File: config.mk
export PLATFORM = sky130hd
export DESIGN_NAME = power_mode_ctrl
export DESIGN_NICKNAME = d
export VERILOG_FILES = /design/src/rtl/power_mgr_pkg.sv /design/src/rtl/dwell_counter.sv /design/src/rtl/power_mode_ctrl.sv
export SDC_FILE = /design/constraint.sdc
export NUM_CORES = 1
export LEC_CHECK = 0
export CORE_MARGIN = 3
export CORE_UTILIZATION = 36
export DETAILED_ROUTE_END_ITERATION = 8
export GPL_TIMING_DRIVEN = 0
export PLACE_DENSITY = 0.72
export SYNTH_ARGS = -nofsm -noshare
export SYNTH_HDL_FRONTEND = slang
export SYNTH_HIERARCHICAL = 1
export SYNTH_SLANG_ARGS = --single-unit
File: constraint.sdc
create_clock -name clk -period 1.4 [get_ports clk]
set_clock_uncertainty 0.2 [all_clocks]
set_input_delay 0.14 -clock clk [delete_from_list [all_inputs] [get_ports clk]]
set_output_delay 0.14 -clock clk [all_outputs]
set_load 0.005 [all_outputs]
File: src/rtl/power_mgr_pkg.sv
// Shared definitions for the power-mode controller.
// Contents:
//   pm_state_e  - 2-bit controller state: SLEEP=0, WAKE=1, NORMAL=2, LOWPWR=3
//   cnt_width() - counter width needed to hold the values 0..n-1 (at least 1 bit)
package power_mgr_pkg;

    typedef enum logic [1:0] {
        ST_SLEEP  = 2'd0,
        ST_WAKE   = 2'd1,
        ST_NORMAL = 2'd2,
        ST_LOWPWR = 2'd3
    } pm_state_e;

    // Width of a counter that runs 0..n-1. $clog2 returns 0 for n<=1,
    // so the result is clamped to one bit.
    function automatic int cnt_width(input int n);
        if (n <= 2) begin
            return 1;
        end else begin
            return $clog2(n);
        end
    endfunction

endpackage : power_mgr_pkg

File: src/rtl/dwell_counter.sv
// Dwell counter: counts cycles while inc is high and flags the last cycle
// of a dwell of CYCLES cycles. The count holds at CYCLES-1 rather than wrapping.
// Ports:
//   clk    in   system clock
//   reset  in   synchronous, active-high reset (count -> 0)
//   clear  in   force count to 0 (wins over inc)
//   inc    in   advance count by one
//   tc     out  count == CYCLES-1 (terminal cycle of the dwell)
module dwell_counter
    import power_mgr_pkg::*;
#(
    parameter int CYCLES = 16,
    parameter int WIDTH  = cnt_width(CYCLES)
) (
    input  logic clk,
    input  logic reset,
    input  logic clear,
    input  logic inc,
    output logic tc
);

    localparam logic [WIDTH-1:0] LAST = WIDTH'(CYCLES - 1);

    logic [WIDTH-1:0] count_q;
    logic [WIDTH-1:0] count_d;

    // Next count: clear dominates, saturate on the terminal value.
    always_comb begin
        count_d = count_q;
        if (clear) begin
            count_d = '0;
        end else if (inc && (count_q != LAST)) begin
            count_d = count_q + WIDTH'(1);
        end else begin
            count_d = count_q;
        end
    end

    // Count register with synchronous reset.
    always_ff @(posedge clk) begin
        if (reset) begin
            count_q <= '0;
        end else begin
            count_q <= count_d;
        end
    end

    assign tc = (count_q == LAST);

endmodule : dwell_counter

File: src/rtl/power_mode_ctrl.sv
// Power-mode controller: gates NUM_CH peripheral enables from per-channel
// requests and selects fast/slow clock, with a wake settle dwell, a
// low-power channel mask, an always-on override and ADC gating.
// Optional feature macro: POWER_HYST_EN (low_power release hysteresis of
// HYST_CYCLES consecutive low_power=0 cycles before LOWPWR -> NORMAL).
// Ports:
//   clk, reset   clock and synchronous active-high reset
//   solar_on     harvest supply good (0 forces SLEEP)
//   always_on    OR ALWAYS_ON_MASK into the enables
//   low_power    request LOWPWR
//   adc_enable   permit channel ADC_CH (not overridden by always_on)
//   ch_request   per-channel enable requests
//   enable       registered channel enables
//   clockspeed   1 = fast clock (NORMAL only)
//   state        current state encoding
//   mode_change  one-cycle pulse when the state changes
module power_mode_ctrl
    import power_mgr_pkg::*;
#(
    parameter int                NUM_CH         = 8,
    parameter logic [NUM_CH-1:0] ALWAYS_ON_MASK = 8'h01,
    parameter logic [NUM_CH-1:0] LP_MASK        = 8'h0F,
    parameter int                ADC_CH         = 7,
    parameter int                SETTLE_CYCLES  = 16,
    parameter int                HYST_CYCLES    = 8
) (
    input  logic              clk,
    input  logic              reset,
    input  logic              solar_on,
    input  logic              always_on,
    input  logic              low_power,
    input  logic              adc_enable,
    input  logic [NUM_CH-1:0] ch_request,
    output logic [NUM_CH-1:0] enable,
    output logic              clockspeed,
    output logic [1:0]        state,
    output logic              mode_change
);

    pm_state_e         state_q, state_d;
    pm_state_e         mode_next_s;
    logic [NUM_CH-1:0] enable_q, enable_d;
    logic [NUM_CH-1:0] base_en_s;
    logic              clockspeed_q, clockspeed_d;
    logic              mode_change_q, mode_change_d;
    logic              settle_tc_s;
    logic              release_ok_s;

    // Settle counter is held at 0 outside WAKE, so it starts from 0 on entry.
    dwell_counter #(
        .CYCLES (SETTLE_CYCLES)
    ) u_settle (
        .clk   (clk),
        .reset (reset),
        .clear (state_q != ST_WAKE),
        .inc   (state_q == ST_WAKE),
        .tc    (settle_tc_s)
    );

`ifdef POWER_HYST_EN
    logic hyst_tc_s;

    // Counts consecutive low_power=0 cycles in LOWPWR; any request restarts it.
    dwell_counter #(
        .CYCLES (HYST_CYCLES)
    ) u_hyst (
        .clk   (clk),
        .reset (reset),
        .clear ((state_q != ST_LOWPWR) || low_power),
        .inc   ((state_q == ST_LOWPWR) && !low_power),
        .tc    (hyst_tc_s)
    );

    assign release_ok_s = hyst_tc_s && !low_power;
`else
    // HYST_CYCLES is only meaningful with hysteresis; the term folds to 1.
    assign release_ok_s = !low_power && (HYST_CYCLES >= 1);
`endif

    // Mode transitions ignoring supply loss.
    always_comb begin
        mode_next_s = state_q;
        case (state_q)
            ST_SLEEP: begin
                if (solar_on) mode_next_s = ST_WAKE;
                else          mode_next_s = ST_SLEEP;
            end
            ST_WAKE: begin
                if (settle_tc_s) mode_next_s = low_power ? ST_LOWPWR : ST_NORMAL;
                else             mode_next_s = ST_WAKE;
            end
            ST_NORMAL: begin
                if (low_power) mode_next_s = ST_LOWPWR;
                else           mode_next_s = ST_NORMAL;
            end
            ST_LOWPWR: begin
                if (release_ok_s) mode_next_s = ST_NORMAL;
                else              mode_next_s = ST_LOWPWR;
            end
            default: mode_next_s = ST_SLEEP;
        endcase
    end

    // Supply loss overrides every other transition; outputs follow next state.
    always_comb begin
        state_d = solar_on ? mode_next_s : ST_SLEEP;

        base_en_s = '0;
        case (state_d)
            ST_NORMAL: base_en_s = ch_request;
            ST_LOWPWR: base_en_s = ch_request & LP_MASK;
            default:   base_en_s = '0;
        endcase

        enable_d = base_en_s;
        if (always_on) begin
            enable_d = base_en_s | ALWAYS_ON_MASK;
        end else begin
            enable_d = base_en_s;
        end
        // ADC gating is applied last so always_on cannot power the ADC.
        enable_d[ADC_CH] = enable_d[ADC_CH] & adc_enable;

        clockspeed_d  = (state_d == ST_NORMAL);
        mode_change_d = (state_d != state_q);
    end

    // State and output registers, updated on the same edge.
    always_ff @(posedge clk) begin
        if (reset) begin
            state_q       <= ST_SLEEP;
            enable_q      <= '0;
            clockspeed_q  <= 1'b0;
            mode_change_q <= 1'b0;
        end else begin
            state_q       <= state_d;
            enable_q      <= enable_d;
            clockspeed_q  <= clockspeed_d;
            mode_change_q <= mode_change_d;
        end
    end

    assign enable      = enable_q;
    assign clockspeed  = clockspeed_q;
    assign state       = state_q;
    assign mode_change = mode_change_q;

endmodule : power_mode_ctrl

==> results.py, run 1 <==
metrics = {
    "finish": {
        "layout-drive-gt1-share_pct": 31.91,
        "stdcell_area_um2": 1028,
        "n_antenna_cell": 0,
        "fin_nets": 110,
        "area_growth_pct": 68.10,
    },
    "route": {
        "drt-total-wl_um": 1563,
        "wire_per_inst_um": 14.21,
        "vias": 551,
        "drt-pass1-iter-count": 4,
        "ant_nets": 0,
        "via_per_inst": 5.009,
        "drtIter0Drc": 4,
        "route.detailed.drc": 0,
    },
    "pwr": {
        "irDropWorstVdd_mv": 0.4700,
        "comb_power_share_pct": 9.5,
        "p_leak_nw": 0.4635,
        "clockPowerShare_pct": 35.8,
        "switchingPower_w": 0.0001785,
        "p_seq_share_pct": 54.7,
        "switching_share_pct": 21.10,
        "finalPower_w": 0.0008456,
        "power_density_nw_per_um2": 822.2,
        "p_int_w": 0.0006671,
    },
    "global_route": {
        "grt_pass1_vias": 521,
        "grt_antenna_before_repair": 0,
        "grt_max_degree": 10,
        "grt_pass1_wl_um": 2394,
        "track_usage_pct": 15.31,
        "overflow": 0,
    },
    "critical_path": {
        "cp.required_ns": 1.39,
        "path_cells": "ha_4 > nand3_4 > inv_6 > a21oi_4 > nor2_4 > a22o_1",
        "cp.arrival_ns": 1.40,
        "cpLargestDelayFamily": "compound AO/OA/AOI/OAI gates",
        "cp_slowest_cell": "dfxtp_2",
        "r2r_slack_ns": -0.007,
        "critical-path-max-stage-delay_ns": 0.35,
        "path_buf_inv": 1,
        "path_class": "reg2reg",
        "endpoint_kind": "flop",
        "startpoint_type": "flop",
        "cp_max_fo": 5,
    },
    "yosys": {
        "yosysWarnings": 6,
        "synth_xor_area_share_pct": 0,
        "synth_cells": 56,
        "synthesis.area_um2": 611.8,
        "synth_top_area_share_pct": 52.35,
        "synth_simple_gate_area_share_pct": 25.97,
        "synth.largest_area_cell": "dfxtp_1",
        "synth_adder_area_share_pct": 2.045,
        "seq_area_frac_synth_pct": 52.35,
        "synth.most_common_cell": "dfxtp_1",
        "synth_compound_area_share_pct": 14.93,
        "synth.distinct_cells": 28,
        "synthesis.nets": 71,
        "synthMuxAreaShare_pct": 1.636,
        "synth_common_cells": "dfxtp_1 (16), and2_1 (6), inv_1 (4), nor2_1 (4)",
        "avgSynthCellArea_um2": 10.93,
        "ys_ff_latch": 16,
        "synthTopCellsByArea": "dfxtp_1 (52%), and2_1 (6.1%), nand4b_1 (2.9%)",
        "synth-edff-count": 0,
        "synth_top_family_by_area": "simple AND/OR/NAND/NOR gates",
        "ys.flop_type": "dfxtp_1",
        "async_reset_ff_share_pct": 0,
    },
    "place": {
        "dpl_worst_slack_ns": -0.1372,
        "dpl_cell_area_um2": 889.6,
        "io_buffers": 25,
        "place_hpwl_um": 930.1,
        "globalplace.congestion": 0.6679,
    },
    "sta": {
        "period_needed_ns": 1.407,
        "hold_viol_final": 0,
        "setup_ws_ns": -0.007090,
        "max_clock_freq_mhz": 710.7,
        "finalSetupViolations": 1,
        "slew_headroom_pct": 82.45,
        "slew_viol_final": 0,
        "fin_crit_sh_pct": 100.5,
        "grt_setup_unrepaired": "yes",
        "worst_slew_pin_slew_ns": 0.2630,
    },
    "outcome": {
        "status": "complete, but fails checks",
        "violations": "setup timing",
    },
    "floorplan": {
        "die_x_um": 47.23,
        "ios": 26,
        "die_area_um2": 2230,
        "initial_core_util_pct": 39.25,
        "core_um2": 1559,
        "die_h_um": 47.23,
        "num_rows": 14,
    },
    "clock_network": {
        "cts_sinks": 16,
        "cts_buffers": 3,
        "h-tree-depth": 1,
        "clk_pin_slew_ns": 0.09,
        "cts_tree": "yes",
        "cts.path.max_buffers": 2,
        "postCtsHoldBufs": 0,
        "clock_latency_ns": 0.28,
        "root_buffer": "clkbuf_4",
    },
    "min_path": {
        "holdCritPathClass": "in2reg",
    },
    "job": {
        "max_cap_viol_count": 0,
    },
}
[layout by cell type (no fill, tap or decap), types with 2 or more instances in the layout]
cell / n
and2_1: 6
buf_4: 9
clkbuf_4: 3
clkdlybuf4s50_1: 13
dfxtp_1: 12
dfxtp_2: 2
dfxtp_4: 2
dlygate4sd2_1: 12
inv_1: 3
nand2_1: 2
nand2b_4: 2
nand4b_1: 2
nor2_1: 3
[state kept, by name, summed over array words and instances, names as in the netlist]
signal	flops
u_settle/count_q	4
state	2
mode_change	1
enable	8
clockspeed	1
[routing by layer]
layer,global-route usage (%),vias to the layer above,share of wire [%]
met1,17.62,259,40
met4,6.630,0,0.58
met3,1.533,2,4.9
met5,0,-,0
met2,28.07,16,54
li1,-,274,-
[cell families after synthesis]
kind of cell,Yosys count
compound gates,10
buf+inv,5
simple gates,23
flops,16
fa+ha+maj,1
mux,1
[metrics by stage]
step | cells | util, % | TNS [ns] | hold WS, ns
finish | 110 | 65.97 | -0.007090 | 0.2046
detailed placement | 97 | 57.06 | -1.204 | 0.2934
CTS | 108 | 64.69 | -0.06142 | 0.1953
global placement | 97 | 57.06 | -0.8951 | 0.2825
floorplan | 56 | - | -0.01149 | 0.01214
global route | 110 | 65.97 | -0.5742 | 0.2181
[cell type report]
| type | instances | area (um2) |
|---|---|---|
| fillers | 122 | 530.5 |
| flip-flops and latches | 16 | 330.3 |
| multi-input cells | 35 | 315.3 |
| repair buffers | 34 | 302.8 |
| clock buffers | 4 | 36.28 |
| inverters | 5 | 23.77 |
| well taps | 16 | 20.02 |
[power by group through the flow]
stage	Combinational [W]	Sequential [W]	Clock (W)
global placement	0.0000716	0.000475	0
finish	0.0000802	0.000462	0.000303
global route	0.0000873	0.000463	0.000329
detailed placement	0.0000726	0.000476	0
floorplan	0.0000189	0.000476	0
CTS	0.0000774	0.000462	0.000316
[worst paths after layout]
check | depth (start not counted) | start | to
worst min-delay path | 2 | ch_request[2] | enable[2]
worst min register to register | 2 | u_settle/count_q[2] | u_settle/count_q[2]
worst max-delay path | 6 | u_settle/count_q[1] | enable[0]
worst max register to register | 6 | u_settle/count_q[1] | enable[0]
[what timing repair did]
| action | CTS | global route |
|---|---|---|
| setup buffers | 7 | 2 |
| gates resized for setup | 24 | 2 |
| setup endpoints to repair | 26 | 11 |
| pin swaps | 7 | 5 |
| cloned | 0 | 0 |
Power figures use the tool's default switching activity.
==> run 2, diff against run 1 <==
--- a/config.mk
+++ b/config.mk
@@ -14,3 +14,4 @@
 export SYNTH_HDL_FRONTEND = slang
 export SYNTH_HIERARCHICAL = 1
 export SYNTH_SLANG_ARGS = --single-unit
+export TNS_END_PERCENT = 1
==> run 2 against run 1 <==
Wire length down 8.1%. Clock-buffer cell count did not move. Critical endpoint unchanged. Sequential share of layout area is 1.7 points higher. Sequential cell count unchanged. The run still ends with setup timing left. First-iteration DRC count decreased by 100%. Critical path depth stayed put.
==> results.py, run 2 (same netlist as run 1, synthesis figures left out) <==
metrics = {
    "outcome": {
        "status": "complete, but fails checks",
        "violations": "setup timing",
    },
    "global_route": {
        "track_usage_pct": 13.46,
        "grt_antenna_before_repair": 0,
        "grt_pass1_wl_um": 2111,
        "grt_pass1_vias": 475,
        "overflow": 0,
        "grt_max_degree": 10,
    },
    "critical_path": {
        "startpoint_type": "flop",
        "path_class": "reg2reg",
        "cp.arrival_ns": 1.42,
        "endpoint_kind": "flop",
        "cp_max_fo": 5,
        "cp.required_ns": 1.39,
    },
    "sta": {
        "finalSetupViolations": 6,
        "fin_crit_sh_pct": 102.8,
        "hold_ws_ns": 0.2062,
        "hold_viol_final": 0,
        "setup_ws_ns": -0.03878,
        "slew_headroom_pct": 73.30,
        "grt_setup_unrepaired": "yes",
        "max_clock_freq_mhz": 695.0,
        "period_needed_ns": 1.439,
        "worst_slew_pin_slew_ns": 0.3990,
        "slew_viol_final": 0,
        "fin_setup_tns_ns": -0.1237,
    },
    "pwr": {
        "irDropWorstVdd_mv": 0.4704,
        "power_density_nw_per_um2": 846.7,
        "p_leak_nw": 0.4376,
    },
    "route": {
        "drt-pass1-iter-count": 1,
        "route.detailed.drc": 0,
        "drtIter0Drc": 0,
        "ant_nets": 0,
        "vias": 519,
        "wire_per_inst_um": 13.69,
        "via_per_inst": 4.943,
        "drt-total-wl_um": 1437,
    },
    "finish": {
        "largest_register_ffs": 8,
        "area_growth_pct": 61.96,
        "multi_input_area_um2": 307.8,
        "final_common_cell": "clkdlybuf4s50_1",
        "fin_nets": 105,
        "layout-drive-gt1-share_pct": 26.97,
        "final_cell_mix": "clkdlybuf4s50_1 (13), dfxtp_1 (12), dlygate4sd2_1 (12)",
        "n_antenna_cell": 0,
        "n_fill_cell": 125,
        "fin_cells": 105,
        "seq_area_um2": 335.3,
    },
    "clock_network": {
        "cts_tree": "yes",
        "h-tree-depth": 1,
        "cts.path.max_buffers": 2,
        "postCtsHoldBufs": 0,
        "cts_sinks": 16,
        "clock_latency_ns": 0.28,
        "cts_buffers": 3,
        "root_buffer": "clkbuf_4",
        "clk_pin_slew_ns": 0.09,
    },
    "floorplan": {
        "die_area_um2": 2230,
        "die_x_um": 47.23,
        "die_h_um": 47.23,
        "ios": 26,
        "core_um2": 1559,
        "initial_core_util_pct": 39.25,
        "num_rows": 14,
    },
    "place": {
        "dpl.cell_count": 97,
        "io_buffers": 25,
        "place_hpwl_um": 930.1,
        "globalplace.congestion": 0.6679,
    },
    "min_path": {
        "holdCritPathClass": "in2reg",
    },
    "job": {
        "max_cap_viol_count": 0,
    },
}
## run 2: power breakdown
group          total (W)  internal (W)  switching, W
Clock           0.000300      0.000158      0.000142
Sequential      0.000459      0.000454    0.00000483
Combinational  0.0000799     0.0000521     0.0000278
Total           0.000839      0.000665      0.000174
## run 2: what timing repair did
| item | 4_1_cts | 5_1_grt |
|---|---|---|
| pin swaps | 2 | 3 |
| endpoints found under the setup margin | 26 | 12 |
| gates resized for setup | 24 | 3 |
| buffers inserted | 2 | 2 |
## run 2: metrics by stage
step                area, um2  total power [W]  worst slack, ns  util [%]
floorplan               619.3        0.0004946         -0.01149         -
global placement        889.6        0.0005471          -0.1156     57.06
detailed placement      889.6        0.0005483          -0.1372     57.06
CTS                     963.4        0.0008470         -0.06033     61.80
global route            991.0        0.0008755          -0.1147     63.56
finish                  991.0        0.0008390         -0.03878     63.56
## run 2: worst max-delay path, stage by stage, from the launching register on
cell	delay (ns)
dfxtp_4	0.37
ha_4	0.17
nand3_4	0.10
inv_6	0.05
a21oi_4	0.18
nor2_2	0.08
a22o_1	0.17
## run 2: metal layers
| metal | track usage [%] | up-vias | wire (um) |
|---|---|---|---|
| met5 | 0 | - | 0 |
| met4 | 6.630 | 0 | 14 |
| met3 | 1.533 | 2 | 77 |
| met2 | 24.33 | 14 | 772 |
| met1 | 15.33 | 241 | 573 |
| li1 | - | 262 | - |
## run 2: worst paths after layout
kind	slack [ns]	start	end	cells after the start
min	0.21	ch_request[5]	enable[5]	2
min reg2reg	0.33	u_settle/count_q[1]	u_settle/count_q[1]	2
max reg2reg	-0.04	u_settle/count_q[0]	enable[0]	6
max	-0.04	u_settle/count_q[0]	enable[0]	6
## run 2: area by class of cell
type / instances / area share [%]
clock buffer: 4 / 3.662
tap: 16 / 2.020
timing repair buffer: 29 / 26.77
sequential: 16 / 33.84
multi-input combinational: 35 / 31.06
inverter: 5 / 2.652
==> run 3, diff against run 2 <==
--- a/config.mk
+++ b/config.mk
@@ -5,11 +5,13 @@
 export SDC_FILE = /design/constraint.sdc
 export NUM_CORES = 1
 export LEC_CHECK = 0
+export CELL_PAD_IN_SITES_DETAIL_PLACEMENT = 1
+export CELL_PAD_IN_SITES_GLOBAL_PLACEMENT = 1
 export CORE_MARGIN = 3
-export CORE_UTILIZATION = 36
+export CORE_UTILIZATION = 27
 export DETAILED_ROUTE_END_ITERATION = 8
 export GPL_TIMING_DRIVEN = 0
-export PLACE_DENSITY = 0.72
+export PLACE_DENSITY_LB_ADDON = 0.1
 export SYNTH_ARGS = -nofsm -noshare
 export SYNTH_HDL_FRONTEND = slang
 export SYNTH_HIERARCHICAL = 1
==> run 3 against run 2 <==
The run still ends with setup timing left. Die area rose by 29%. Wire length up 15%. Final cell count rose by 19%. Non-clock buffer count increased by 9. Sequential power about the same. Clock power is 6% higher. Via count rose by 10%. Total power is 3.4% higher. Register-to-register slack better by 0.03 ns. Cell area grew 8.1%. Setup slack improved by 0.027 ns.
==> results.py, run 3 (same netlist as run 1, synthesis figures left out) <==
metrics = {
    "critical_path": {
        "cp.arrival_ns": 1.46,
        "critical-path-max-stage-delay_ns": 0.37,
        "startpoint_type": "flop",
        "endpoint_kind": "flop",
        "path_cells": "ha_4 > nand3_4 > inv_4 > a21oi_4 > nor3_4 > and3_1",
        "cp_max_fo": 5,
        "r2r_slack_ns": -0.01,
        "rr_worst_depth": 6,
        "worstReg2RegEnd": "enable[7]",
        "path_class": "reg2reg",
        "cp_slowest_cell": "dfxtp_2",
        "r2r_start": "u_settle/count_q[0]",
        "cp.required_ns": 1.44,
    },
    "global_route": {
        "overflow": 0,
        "grt_max_degree": 10,
        "met1_usage_pct": 13.28,
        "grt_antenna_before_repair": 0,
        "met2_usage_pct": 19.80,
        "grt_busiest_layer": "met2",
        "grt_pass1_wl_um": 2394,
        "grtUsageMet3_pct": 3.047,
        "track_usage_pct": 11.86,
        "grt_pass1_vias": 539,
    },
    "clock_network": {
        "postCtsHoldBufs": 0,
        "cts_tree": "yes",
        "cts_buffers": 3,
        "clock_latency_ns": 0.29,
        "cts_sinks": 16,
        "h-tree-depth": 1,
        "cts.path.max_buffers": 2,
        "clk_pin_slew_ns": 0.10,
        "root_buffer": "clkbuf_4",
    },
    "pwr": {
        "p_leak_nw": 0.4860,
        "power_density_nw_per_um2": 810.1,
        "finalPower_w": 0.0008677,
        "irDropWorstVdd_mv": 0.4659,
    },
    "outcome": {
        "violations": "setup timing",
        "status": "complete, but fails checks",
    },
    "place": {
        "io_buffers": 25,
        "place_hpwl_um": 1046,
        "globalplace.congestion": 0.7669,
    },
    "route": {
        "drt-total-wl_um": 1647,
        "via_per_inst": 4.576,
        "drtIter0Drc": 5,
        "route.detailed.drc": 0,
        "drt-pass1-iter-count": 4,
        "ant_nets": 0,
        "wire_per_inst_um": 13.18,
        "vias": 572,
    },
    "finish": {
        "final_core_util_pct": 51.94,
        "n_fill_cell": 234,
        "largest_register_ffs": 8,
        "final_common_cell": "clkdlybuf4s50_1",
        "area_growth_pct": 75.05,
        "final_cell_mix": "clkdlybuf4s50_1 (13), dfxtp_1 (12), dlygate4sd2_1 (12), buf_4 (12), and2_1 (6)",
        "n_antenna_cell": 0,
        "fin_nets": 114,
        "layout-drive-gt1-share_pct": 34.69,
    },
    "min_path": {
        "whs_path_depth": 2,
        "holdCritPathClass": "in2reg",
        "worstHoldStart": "ch_request[6]",
        "min_to": "enable[6]",
    },
    "sta": {
        "grt_setup_unrepaired": "yes",
        "fin_crit_sh_pct": 100.9,
        "setup_ws_ns": -0.01225,
        "hold_viol_final": 0,
        "max_clock_freq_mhz": 708.1,
        "slew_viol_final": 0,
        "period_needed_ns": 1.412,
        "worst_slew_pin_slew_ns": 0.2438,
        "slew_headroom_pct": 83.70,
        "finalSetupViolations": 1,
    },
    "job": {
        "max_cap_viol_count": 0,
    },
    "floorplan": {
        "die_x_um": 53.61,
        "core_um2": 2062,
        "ios": 26,
        "die_area_um2": 2874,
        "num_rows": 16,
        "die_h_um": 53.61,
        "initial_core_util_pct": 29.67,
    },
}
==> run 3: area by class of cell <==
| type | count | area (um2) | share of cell area (%) |
|---|---|---|---|
| clock buffer | 4 | 36.28 | 3.388 |
| inverter | 5 | 23.77 | 2.220 |
| multi-input combinational | 35 | 310.3 | 28.97 |
| sequential | 16 | 330.3 | 30.84 |
| tap | 27 | 33.78 | 3.154 |
| timing repair buffer | 38 | 336.6 | 31.43 |
==> run 3: timing repair <==
| action | in CTS | in global routing |
|---|---|---|
| gates resized for setup | 22 | 4 |
| endpoints found under the setup margin | 28 | 14 |
| pin swaps | 5 | 6 |
| buffers inserted | 6 | 7 |
==> run 3: worst max path at each step <==
stage / start / to / cells after the start
2_1_floorplan: u_settle/count_q[0] / enable[0] / 6
3_3_place_gp: u_settle/count_q[0] / enable[7] / 6
3_5_place_dp: u_settle/count_q[0] / enable[7] / 6
4_1_cts: u_settle/count_q[1] / enable[7] / 6
5_1_grt: u_settle/count_q[0] / enable[7] / 6
6_report: u_settle/count_q[0] / enable[7] / 6
==> run 3: metrics by stage <==
stage                     setup WS (ns)  hold slack [ns]  std cells  area, um2   TNS, ns
after floorplan                -0.01149          0.01214         56      619.3  -0.01149
after global placement          -0.1742           0.2860        108      903.4    -1.560
after detailed placement        -0.2086           0.2878        108      903.4    -1.830
after CTS                      -0.06313           0.1837        118       1002   -0.2667
after global routing            -0.1099           0.2061        125       1071   -0.5593
final                          -0.01225           0.2012        125       1071  -0.01225
==> run 3: routing by layer <==
metal  share of wire, %  wire (um)
met3                6.3        104
met2                 48        795
met1                 44        717
met4                1.8         29
met5                  0          0
==> run 3: report_power, final <==
part / leakage [nW] / internal, W / switching (W)
sequential: 0.132 / 0.000458 / 0.00000232
clock: 0.0210 / 0.000159 / 0.000158
combinational: 0.333 / 0.0000583 / 0.0000325
==> run 3: worst max-delay path, delay by kind of cell, from the launching register on <==
family                     cells  cell delay (ns)
AOI/OAI and AO/OA              1             0.07
adders and majority gates      1             0.16
buffers and inverters          1             0.09
DFF                            1             0.37
and+or+nand+nor                3             0.47
